===== config.mk =====
export PLATFORM = sky130hd
export DESIGN_NAME = ascon_decrypt_top
export DESIGN_NICKNAME = d
export VERILOG_FILES = /design/src/rtl/ascon_decrypt_top.sv
export SDC_FILE = /design/constraint.sdc
export NUM_CORES = 2
export LEC_CHECK = 0
export CAP_MARGIN = 10
export CORE_ASPECT_RATIO = 0.9
export CORE_MARGIN = 1.5
export CORE_UTILIZATION = 30
export CTS_BUF_LIST = sky130_fd_sc_hd__clkbuf_8
export CTS_CLUSTER_SIZE = 16
export DETAILED_ROUTE_END_ITERATION = 10
export SYNTH_ARGS = -nofsm -noshare
export SYNTH_HDL_FRONTEND = slang
export SYNTH_SLANG_ARGS = --single-unit
export TNS_END_PERCENT = 50

===== constraint.sdc =====
create_clock -name clock_i -period 6.7 [get_ports clock_i]
set_clock_uncertainty 0.2 [all_clocks]
set_input_delay 2.01 -clock clock_i [delete_from_list [all_inputs] [get_ports clock_i]]
set_output_delay 2.01 -clock clock_i [all_outputs]
set_load 0.01 [all_outputs]

===== src/rtl/ascon_decrypt_top.sv =====
// Ascon-128 authenticated decryption: one associated-data block, a stream of full 64-bit
// ciphertext blocks, tag recomputation and comparison. The permutation runs one round per clock.
module ascon_decrypt_top (
  input  logic         clock_i,
  input  logic         resetb_i,
  input  logic         start_i,
  input  logic [127:0] key_i,
  input  logic [127:0] nonce_i,
  input  logic [63:0]  ad_i,
  input  logic [127:0] tag_i,
  input  logic         data_valid_i,
  input  logic         data_last_i,
  input  logic [63:0]  data_i,
  output logic         ready_o,
  output logic [63:0]  plain_o,
  output logic         plain_valid_o,
  output logic [127:0] tag_o,
  output logic         auth_ok_o,
  output logic         end_o,
  output logic         busy_o,
  output logic [2:0]   dbg_state_o
);

  // Handshake: a ciphertext block is consumed on a rising edge where ready_o and
  // data_valid_i are both high; data_valid_i while ready_o is low is simply ignored.

  typedef enum logic [2:0] {
    S_IDLE  = 3'd0,
    S_INIT  = 3'd1,
    S_AD    = 3'd2,
    S_WAIT  = 3'd3,
    S_DATA  = 3'd4,
    S_FINAL = 3'd5,
    S_DONE  = 3'd6
  } state_t;

  localparam logic [63:0] IV  = 64'h80400C0600000000;
  localparam logic [63:0] PAD = 64'h8000000000000000;

  state_t r_state;
  state_t w_next;

  logic [63:0]  r_x0, r_x1, r_x2, r_x3, r_x4;
  logic [3:0]   r_cnt;
  logic [127:0] r_key;
  logic [63:0]  r_ad;
  logic [127:0] r_tag_exp;
  logic         r_last;
  logic [63:0]  r_plain;
  logic         r_plain_valid;
  logic [127:0] r_tag;
  logic         r_auth;

  logic         w_last_rnd;
  logic [127:0] w_tag_calc;
  logic [63:0]  w_a0, w_a1, w_a2, w_a3, w_a4;
  logic [63:0]  w_b2;
  logic [63:0]  w_c0, w_c1, w_c2, w_c3, w_c4;
  logic [63:0]  w_d0, w_d1, w_d2, w_d3, w_d4;
  logic [63:0]  w_e0, w_e1, w_e2, w_e3, w_e4;
  logic [63:0]  w_n0, w_n1, w_n2, w_n3, w_n4;

  function automatic logic [63:0] ror64(input logic [63:0] v, input int n);
    return (v >> n) | (v << (64 - n));
  endfunction

  assign w_last_rnd = (r_cnt == 4'd11);
  assign w_tag_calc = {r_x3, r_x4} ^ r_key;

  always_comb begin
    w_a0 = r_x0;
    w_a1 = r_x1;
    w_a2 = r_x2;
    w_a3 = r_x3;
    w_a4 = r_x4;
    if (r_state == S_AD && r_cnt == 4'd6) begin
      w_a0 = r_x0 ^ r_ad;
    end
    // The padding-only block and the finalisation key are absorbed into the first FINAL round.
    if (r_state == S_FINAL && r_cnt == 4'd0) begin
      w_a0 = r_x0 ^ PAD;
      w_a1 = r_x1 ^ r_key[127:64];
      w_a2 = r_x2 ^ r_key[63:0];
    end
    // Round constant is {~i, i} for round index i, so p6 simply starts the counter at 6.
    w_b2 = w_a2 ^ {56'd0, ~r_cnt, r_cnt};

    w_c0 = w_a0 ^ w_a4;
    w_c1 = w_a1;
    w_c2 = w_b2 ^ w_a1;
    w_c3 = w_a3;
    w_c4 = w_a4 ^ w_a3;

    w_d0 = w_c0 ^ (~w_c1 & w_c2);
    w_d1 = w_c1 ^ (~w_c2 & w_c3);
    w_d2 = w_c2 ^ (~w_c3 & w_c4);
    w_d3 = w_c3 ^ (~w_c4 & w_c0);
    w_d4 = w_c4 ^ (~w_c0 & w_c1);

    w_e0 = w_d0 ^ w_d4;
    w_e1 = w_d1 ^ w_d0;
    w_e2 = ~w_d2;
    w_e3 = w_d3 ^ w_d2;
    w_e4 = w_d4;

    w_n0 = w_e0 ^ ror64(w_e0, 19) ^ ror64(w_e0, 28);
    w_n1 = w_e1 ^ ror64(w_e1, 61) ^ ror64(w_e1, 39);
    w_n2 = w_e2 ^ ror64(w_e2, 1)  ^ ror64(w_e2, 6);
    w_n3 = w_e3 ^ ror64(w_e3, 10) ^ ror64(w_e3, 17);
    w_n4 = w_e4 ^ ror64(w_e4, 7)  ^ ror64(w_e4, 41);

    if (r_state == S_INIT && w_last_rnd) begin
      w_n3 = w_n3 ^ r_key[127:64];
      w_n4 = w_n4 ^ r_key[63:0];
    end
    if (r_state == S_AD && w_last_rnd) begin
      w_n4 = w_n4 ^ 64'd1;
    end
  end

  always_comb begin
    w_next = r_state;
    case (r_state)
      S_IDLE:  if (start_i)      w_next = S_INIT;
      S_INIT:  if (w_last_rnd)   w_next = S_AD;
      S_AD:    if (w_last_rnd)   w_next = S_WAIT;
      S_WAIT:  if (data_valid_i) w_next = S_DATA;
      S_DATA:  if (w_last_rnd)   w_next = r_last ? S_FINAL : S_WAIT;
      S_FINAL: if (r_cnt == 4'd12) w_next = S_DONE;
      S_DONE:  w_next = S_IDLE;
      default: w_next = S_IDLE;
    endcase
  end

  always_ff @(posedge clock_i or negedge resetb_i) begin
    if (!resetb_i) begin
      r_state <= S_IDLE;
    end else begin
      r_state <= w_next;
    end
  end

  always_ff @(posedge clock_i or negedge resetb_i) begin
    if (!resetb_i) begin
      r_x0          <= '0;
      r_x1          <= '0;
      r_x2          <= '0;
      r_x3          <= '0;
      r_x4          <= '0;
      r_cnt         <= '0;
      r_key         <= '0;
      r_ad          <= '0;
      r_tag_exp     <= '0;
      r_last        <= 1'b0;
      r_plain       <= '0;
      r_plain_valid <= 1'b0;
      r_tag         <= '0;
      r_auth        <= 1'b0;
    end else begin
      r_plain_valid <= 1'b0;
      case (r_state)
        S_IDLE: begin
          if (start_i) begin
            r_x0      <= IV;
            r_x1      <= key_i[127:64];
            r_x2      <= key_i[63:0];
            r_x3      <= nonce_i[127:64];
            r_x4      <= nonce_i[63:0];
            r_key     <= key_i;
            r_ad      <= ad_i;
            r_tag_exp <= tag_i;
            r_tag     <= '0;
            r_auth    <= 1'b0;
            r_cnt     <= 4'd0;
          end
        end
        S_INIT, S_AD, S_DATA: begin
          r_x0 <= w_n0;
          r_x1 <= w_n1;
          r_x2 <= w_n2;
          r_x3 <= w_n3;
          r_x4 <= w_n4;
          if (w_last_rnd) begin
            r_cnt <= (r_state == S_INIT) ? 4'd6 : 4'd0;
          end else begin
            r_cnt <= r_cnt + 4'd1;
          end
        end
        S_WAIT: begin
          if (data_valid_i) begin
            r_plain       <= r_x0 ^ data_i;
            r_plain_valid <= 1'b1;
            r_x0          <= data_i;
            r_last        <= data_last_i;
            r_cnt         <= 4'd6;
          end
        end
        S_FINAL: begin
          // Count 12 is a settle cycle: the tag is registered straight from the finished state.
          if (r_cnt == 4'd12) begin
            r_tag  <= w_tag_calc;
            r_auth <= (w_tag_calc == r_tag_exp);
          end else begin
            r_x0  <= w_n0;
            r_x1  <= w_n1;
            r_x2  <= w_n2;
            r_x3  <= w_n3;
            r_x4  <= w_n4;
            r_cnt <= r_cnt + 4'd1;
          end
        end
        default: begin
        end
      endcase
    end
  end

  assign ready_o       = (r_state == S_WAIT);
  assign busy_o        = (r_state != S_IDLE);
  assign end_o         = (r_state == S_DONE);
  assign plain_o       = r_plain;
  assign plain_valid_o = r_plain_valid;
  assign tag_o         = r_tag;
  assign auth_ok_o     = r_auth;
  assign dbg_state_o   = r_state;

endmodule


=== Word level (Yosys, flattened, before mapping) ===
Cells that the tools add are included.

* Word-level logic and storage cells: 148
* Bits of input ports: 517
* Register bits after elaboration: 842
* Output and inout port bits: 200

* Bitwise logic cells: 53
* $add $sub $neg: 1
* Reductions and logical operators: 17
* Mux-type cells: 45
* Equal/unequal tests: 17

{| class="wikitable"
|+ Operators by type and width
! operator !! number
|-
| $xor A64 B64 Y64 || 27
|-
| $mux W64 || 17
|-
| $pmux W64 S3 || 4
|-
| $not A64 Y64 || 6
|-
| $and A64 B64 Y64 || 5
|-
| $mux W128 || 2
|-
| $pmux W128 S2 || 1
|-
| $pmux W64 S4 || 1
|-
| $eq A128 B128 Y1 || 1
|-
| $xor A128 B128 Y128 || 1
|-
| $or A23 B64 Y64 || 1
|-
| $or A25 B64 Y64 || 1
|-
| $or A3 B64 Y64 || 1
|-
| $or A36 B64 Y64 || 1
|-
| $or A45 B64 Y64 || 1
|-
| $or A47 B64 Y64 || 1
|-
| $or A54 B64 Y64 || 1
|-
| $or A57 B64 Y64 || 1
|-
| $or A58 B64 Y64 || 1
|-
| $or A63 B64 Y64 || 1
|-
| $xor A64 B8 Y64 || 1
|-
| $mux W3 || 8
|-
| $pmux W3 S6 || 1
|-
| $mux W4 || 4
|-
| 24 further kinds || 44
|}

=== Logic depth before layout (Yosys ltp) ===
* Depth in word-level cells: 17
* Gate-level depth with buffers: 18
* Depth with buffers taken out: 14

=== Least setup slack after synthesis ===
OpenSTA, ideal clock, no wires.

* Path type: register -> register
* From: reg r_cnt[0]
* To: reg r_x3[42]
* Library setup time: 0.087 ns
* Buffers on the path: 3
* Setup slack: 2.457 ns
* Data arrival time: 3.955 ns
* Stages on the path, launching flop included: 18
* Data required time: 6.413 ns
* Clock period less this slack: 4.243 ns
* Path through: dfrtp_1 > clkbuf_1 > inv_1 > ha_1 > nor3b_2 > buf_2 > buf_1 > nand3_1 > xnor2_1 > ha_1 > xor2_1 > inv_1 > o2111a_1 > a2111oi_4 > xnor3_1 > xnor2_1 > nand2_1 > a22oi_1

* Word-level cells in the longest chain between the ends: 15
* Elaborated cells between the ends (all ways): 28
* Classes of those cells: 4 x eq/ne; 7 x mux; 12 x bitwise; 5 x reduce/logical

{| class="wikitable"
|+ Ends and longest elaborated chain
! what !! line !! text
|-
| from (decl) || 44 || <nowiki>logic [3:0] r_cnt;</nowiki>
|-
| from (signal assigned) || 184 || <nowiki>r_cnt <= (r_state == S_INIT) ? 4'd6 : 4'd0;</nowiki>
|-
| from (signal assigned) || 186 || <nowiki>r_cnt <= r_cnt + 4'd1;</nowiki>
|-
| from (signal assigned) || 209 || <nowiki>r_cnt <= r_cnt + 4'd1;</nowiki>
|-
| $eq A4 B3 Y1 || 76 || <nowiki>if (r_state == S_AD && r_cnt == 4'd6) begin</nowiki>
|-
| $logic_and A1 B1 Y1 || 76 ||
|-
| $mux W64 || 76 ||
|-
| $mux W64 || 80 || <nowiki>if (r_state == S_FINAL && r_cnt == 4'd0) begin</nowiki>
|-
| $xor A64 B64 Y64 || 88 || <nowiki>w_c0 = w_a0 ^ w_a4;</nowiki>
|-
| $and A64 B64 Y64 || 97 || <nowiki>w_d3 = w_c3 ^ (~w_c4 & w_c0);</nowiki>
|-
| $xor A64 B64 Y64 || 97 ||
|-
| $xor A64 B64 Y64 || 103 || <nowiki>w_e3 = w_d3 ^ w_d2;</nowiki>
|-
| $or A54 B64 Y64 || 64 || <nowiki>return (v >> n) | (v << (64 - n));</nowiki>
|-
| $xor A64 B64 Y64 (2 in series) || 109 || <nowiki>w_n3 = w_e3 ^ ror64(w_e3, 10) ^ ror64(w_e3, 17);</nowiki>
|-
| $xor A64 B64 Y64 || 113 || <nowiki>w_n3 = w_n3 ^ r_key[127:64];</nowiki>
|-
| $mux W64 || 112 || <nowiki>if (r_state == S_INIT && w_last_rnd) begin</nowiki>
|-
| $mux W64 || 200 || <nowiki>if (r_cnt == 4'd12) begin</nowiki>
|-
| $pmux W64 S3 || 161 || <nowiki>case (r_state)</nowiki>
|-
| to (signal assigned) || 167 || <nowiki>r_x3 <= nonce_i[127:64];</nowiki>
|-
| to (signal assigned) || 181 || <nowiki>r_x3 <= w_n3;</nowiki>
|-
| to (signal assigned) || 207 || <nowiki>r_x3 <= w_n3;</nowiki>
|-
| to (decl) || 43 || <nowiki>logic [63:0] r_x0, r_x1, r_x2, r_x3, r_x4;</nowiki>
|}

Several ways; a longest one is shown, not always the timed one. The select of a mux whose other input is x is not followed.
A chain may end at the register's enable or synchronous reset.

=== Worst setup path in the final report ===
* From: reg r_cnt[0]
* To: reg r_x1[47]

* Word-level cells in the longest chain between the ends: 14
* Elaborated cells between the ends (all ways): 27
* Classes of those cells: 3 x eq/ne; 6 x mux; 14 x bitwise; 4 x reduce/logical

{| class="wikitable"
|+ Ends and longest elaborated chain
! what !! line !! text
|-
| $logic_not A4 Y1 || 80 ||
|-
| $logic_and A1 B1 Y1 || 80 ||
|-
| $mux W64 || 80 ||
|-
| $xor A64 B8 Y64 || 86 || <nowiki>w_b2 = w_a2 ^ {56'd0, ~r_cnt, r_cnt};</nowiki>
|-
| $xor A64 B64 Y64 || 90 || <nowiki>w_c2 = w_b2 ^ w_a1;</nowiki>
|-
| $not A64 Y64 || 95 || <nowiki>w_d1 = w_c1 ^ (~w_c2 & w_c3);</nowiki>
|-
| $and A64 B64 Y64 || 95 ||
|-
| $xor A64 B64 Y64 || 95 ||
|-
| $xor A64 B64 Y64 || 101 || <nowiki>w_e1 = w_d1 ^ w_d0;</nowiki>
|-
| $or A3 B64 Y64 || 64 ||
|-
| $xor A64 B64 Y64 (2 in series) || 107 || <nowiki>w_n1 = w_e1 ^ ror64(w_e1, 61) ^ ror64(w_e1, 39);</nowiki>
|-
| $mux W64 || 200 ||
|-
| $pmux W64 S3 || 161 ||
|-
| to (signal assigned) || 165 || <nowiki>r_x1 <= key_i[127:64];</nowiki>
|-
| to (signal assigned) || 179 || <nowiki>r_x1 <= w_n1;</nowiki>
|-
| to (signal assigned) || 205 || <nowiki>r_x1 <= w_n1;</nowiki>
|-
| to (decl) || 43 ||
|}

Several ways; a longest one is shown, not always the timed one. The select of a mux whose other input is x is not followed.

==> results.py <==
metrics = {
    "status": {
        "status": "complete, but fails checks",
        "violations": "design-rule violations",
    },
    "synth": {
        "avgSynthCellArea_um2": 8.94,
        "ys_async_sr_fraction": 1.00,
        "synth_ff_type": "dfrtp_1",
        "synth_edf_count": 0,
        "synthCells": 6454,
        "synth.net_count": 7102,
        "yosys_warnings": 0,
        "synth_seq_cells": 842,
        "ys_seq_area_frac": 0.365,
        "yosys.cell_types.count": 90,
        "synth.cell_area_um2": 57700,
    },
    "clock_network": {
        "clkTransAtPathRegs_ns": 0.06,
        "clock_sinks": 842,
        "cts_tree": "yes",
        "cts_buffer_depth": 3,
        "cts_resized": 0,
        "numCtsBuffers": 164,
        "cts-root-buf": "clkbuf_8",
        "post-cts-setup-buffers": 0,
        "postCtsHoldBufs": 0,
        "htree_levels": 4,
        "clock_latency_ns": 1.00,
    },
    "worst_hold_path": {
        "hold_class": "flop to flop",
    },
    "drt": {
        "num_vias": 55700,
        "drt_wl_total_um": 342000,
        "wl_per_cell_um": 34.3,
        "drt_iter0_drc": 7549,
        "drc": 63,
        "first_pass_iters": 11,
        "ant_nets": 0,
        "avgViaCountPerCell": 5.58,
    },
    "grt": {
        "grt_max_degree": 149,
        "gr-usage-all-layers": 0.341,
        "grt_remaining_overflow": 0,
        "antenna_found_initial": 29,
        "grt_pass1_wl_um": 454000,
        "first_global_vias": 53000,
    },
    "setup_path": {
        "crit_path_cell_trace": "inv_1, ha_1, or3b_2, buf_4, nor4_1, or2_1, inv_1, ha_1, xnor2_1, xnor2_1, buf_4, xor2_1, or3_1, nand3_1",
        "crit_arrival_ns": 6.03,
        "start_kind": "flop",
        "slowest_delay_ns": 0.88,
        "cp.required_ns": 7.34,
        "critPathCaptureType": "flop",
        "critPathMaxFanout": 31,
        "r2r_slack_ns": 1.31,
        "path_class": "flop to flop",
        "critPathSlowestCell": "or3b_2",
    },
    "cells_and_area": {
        "nNetsFinal": 7928,
        "stdcell_area_um2": 73000,
        "drive_gt1_frac": 0.0914,
        "seq_area_um2": 21100,
        "layout_common_cells": "1296 x nand2_1, 872 x xnor2_1, 842 x dfrtp_1",
        "synthToLayoutAreaGrowth_pct": 26.5,
        "fin_cells": 9974,
        "multi_input_area_um2": 34800,
        "final_common_cell": "nand2_1",
        "fillCellCount": 19500,
    },
    "floorplanning": {
        "start_util": 0.302,
        "dieArea_um2": 195000,
        "rows": 152,
        "coreArea_um2": 191000,
        "die_width_um": 465,
        "pin_count": 717,
        "die_y_um": 419,
    },
    "placement": {
        "io_buffers": 716,
        "place_area_um2": 69400,
        "place_hpwl_um": 271000,
        "dp.cells": 9653,
        "globalplace.congestion": 1.07,
    },
    "timing": {
        "holdWs_ns": 0.276,
        "rsz0062_at_grt": "no",
        "slew_headroom": 0.0423,
        "fmaxAchievable_mhz": 185,
        "setup_viol": 0,
        "hold_viol": 0,
        "fin_crit_ns": 5.39,
        "slew_violations": 0,
        "worstMarginPinSlew_ns": 1.43,
        "finalCritPeriodShare": 0.805,
        "fin_tns_setup_ns": 0,
    },
    "run": {
        "cap_violations": 0,
    },
}
## worst max-delay path, delay by kind of cell, from the launching register on
| kind | cells | cell delay, ns |
|---|---|---|
| AND/OR/NAND/NOR | 5 | 1.85 |
| XOR/XNOR | 3 | 1.27 |
| buffers and inverters | 4 | 0.89 |
| flip-flops | 1 | 0.47 |
| adder cells (fa/ha/maj) | 2 | 0.44 |
## cells in the mapped netlist (all sizes together), types with 19 or more instances
cell type,number,share of area
buf,95,0.0083
a22o,62,0.0094
ha,131,0.028
inv,186,0.012
xnor3,95,0.037
a21oi,242,0.021
a21o,43,0.0056
or3,49,0.0053
a21boi,19,0.0025
clkbuf,255,0.017
nand2,1303,0.085
nor2,235,0.015
and4,38,0.0058
nor3,89,0.0079
dfrtp,842,0.37
nor2b,58,0.0063
nand4,76,0.0082
nor4,57,0.0072
xor2,493,0.075
or2,61,0.0066
and3,54,0.0059
xnor2,901,0.14
a31oi,70,0.0078
nand3,182,0.016
o31a,30,0.0046
o21ai,347,0.030
xor3,21,0.0087
a22oi,27,0.0036
o22ai,129,0.014
mux2i,55,0.0096
o31ai,34,0.0047
## cell type report
class,instances,area share
clock inverter,80,0.00783
timing repair buffer,1010,0.133
inverter,186,0.00957
multi-input combinational,5076,0.477
sequential,842,0.289
clock buffer,213,0.0402
tap,2541,0.0436
antenna,26,0.000891
## kinds of logic after synthesis
| family | count (synthesis) | share of synthesized area |
|---|---|---|
| simple gates | 2266 | 0.178 |
| xor+xnor | 1510 | 0.260 |
| compound gates | 1087 | 0.117 |
| flops | 842 | 0.365 |
| buf+inv | 536 | 0.0370 |
| fa+ha+maj | 140 | 0.0300 |
| mux | 73 | 0.0131 |
## flip-flops by register name, summed over array words and instances, names as in the netlist, 64 cells and up
register   count
plain_o       64
r_x0          64
r_key        128
r_tag_exp    128
r_x3          64
tag_o        128
r_x4          64
r_x1          64
r_ad          64
r_x2          64
## stage by stage
step,utilization,setup WS [ns]
2_1_floorplan,-,2.46
3_3_place_gp,0.363,1.50
3_5_place_dp,0.363,1.42
4_1_cts,0.382,1.33
5_1_grt,0.382,1.22
6_report,0.382,1.31
## path summary, 6_finish.rpt
check	start	to	cells past startpoint
min reg2reg	r_ad[9]	r_ad[9]	2
max	r_cnt[0]	r_x1[47]	14
max in group asynchronous	resetb_i	tag_o[93]	3
max reg2reg	r_cnt[0]	r_x1[47]	14
min in group asynchronous	resetb_i	tag_o[115]	1
min	r_ad[9]	r_ad[9]	2
## routing by layer
metal / up-vias / wire (um) / GRT usage / share of wire
met5: - / 41 / 0 / 0.00012
met4: 8 / 32800 / 0.276 / 0.096
met3: 806 / 32500 / 0.0814 / 0.095
met2: 3256 / 149000 / 0.515 / 0.43
met1: 28100 / 128000 / 0.415 / 0.37
li1: 23500 / - / - / -
Power is left out: the tool's default activity adds up to more than one toggle a clock period on the data nets, which glitch-free logic cannot reach.
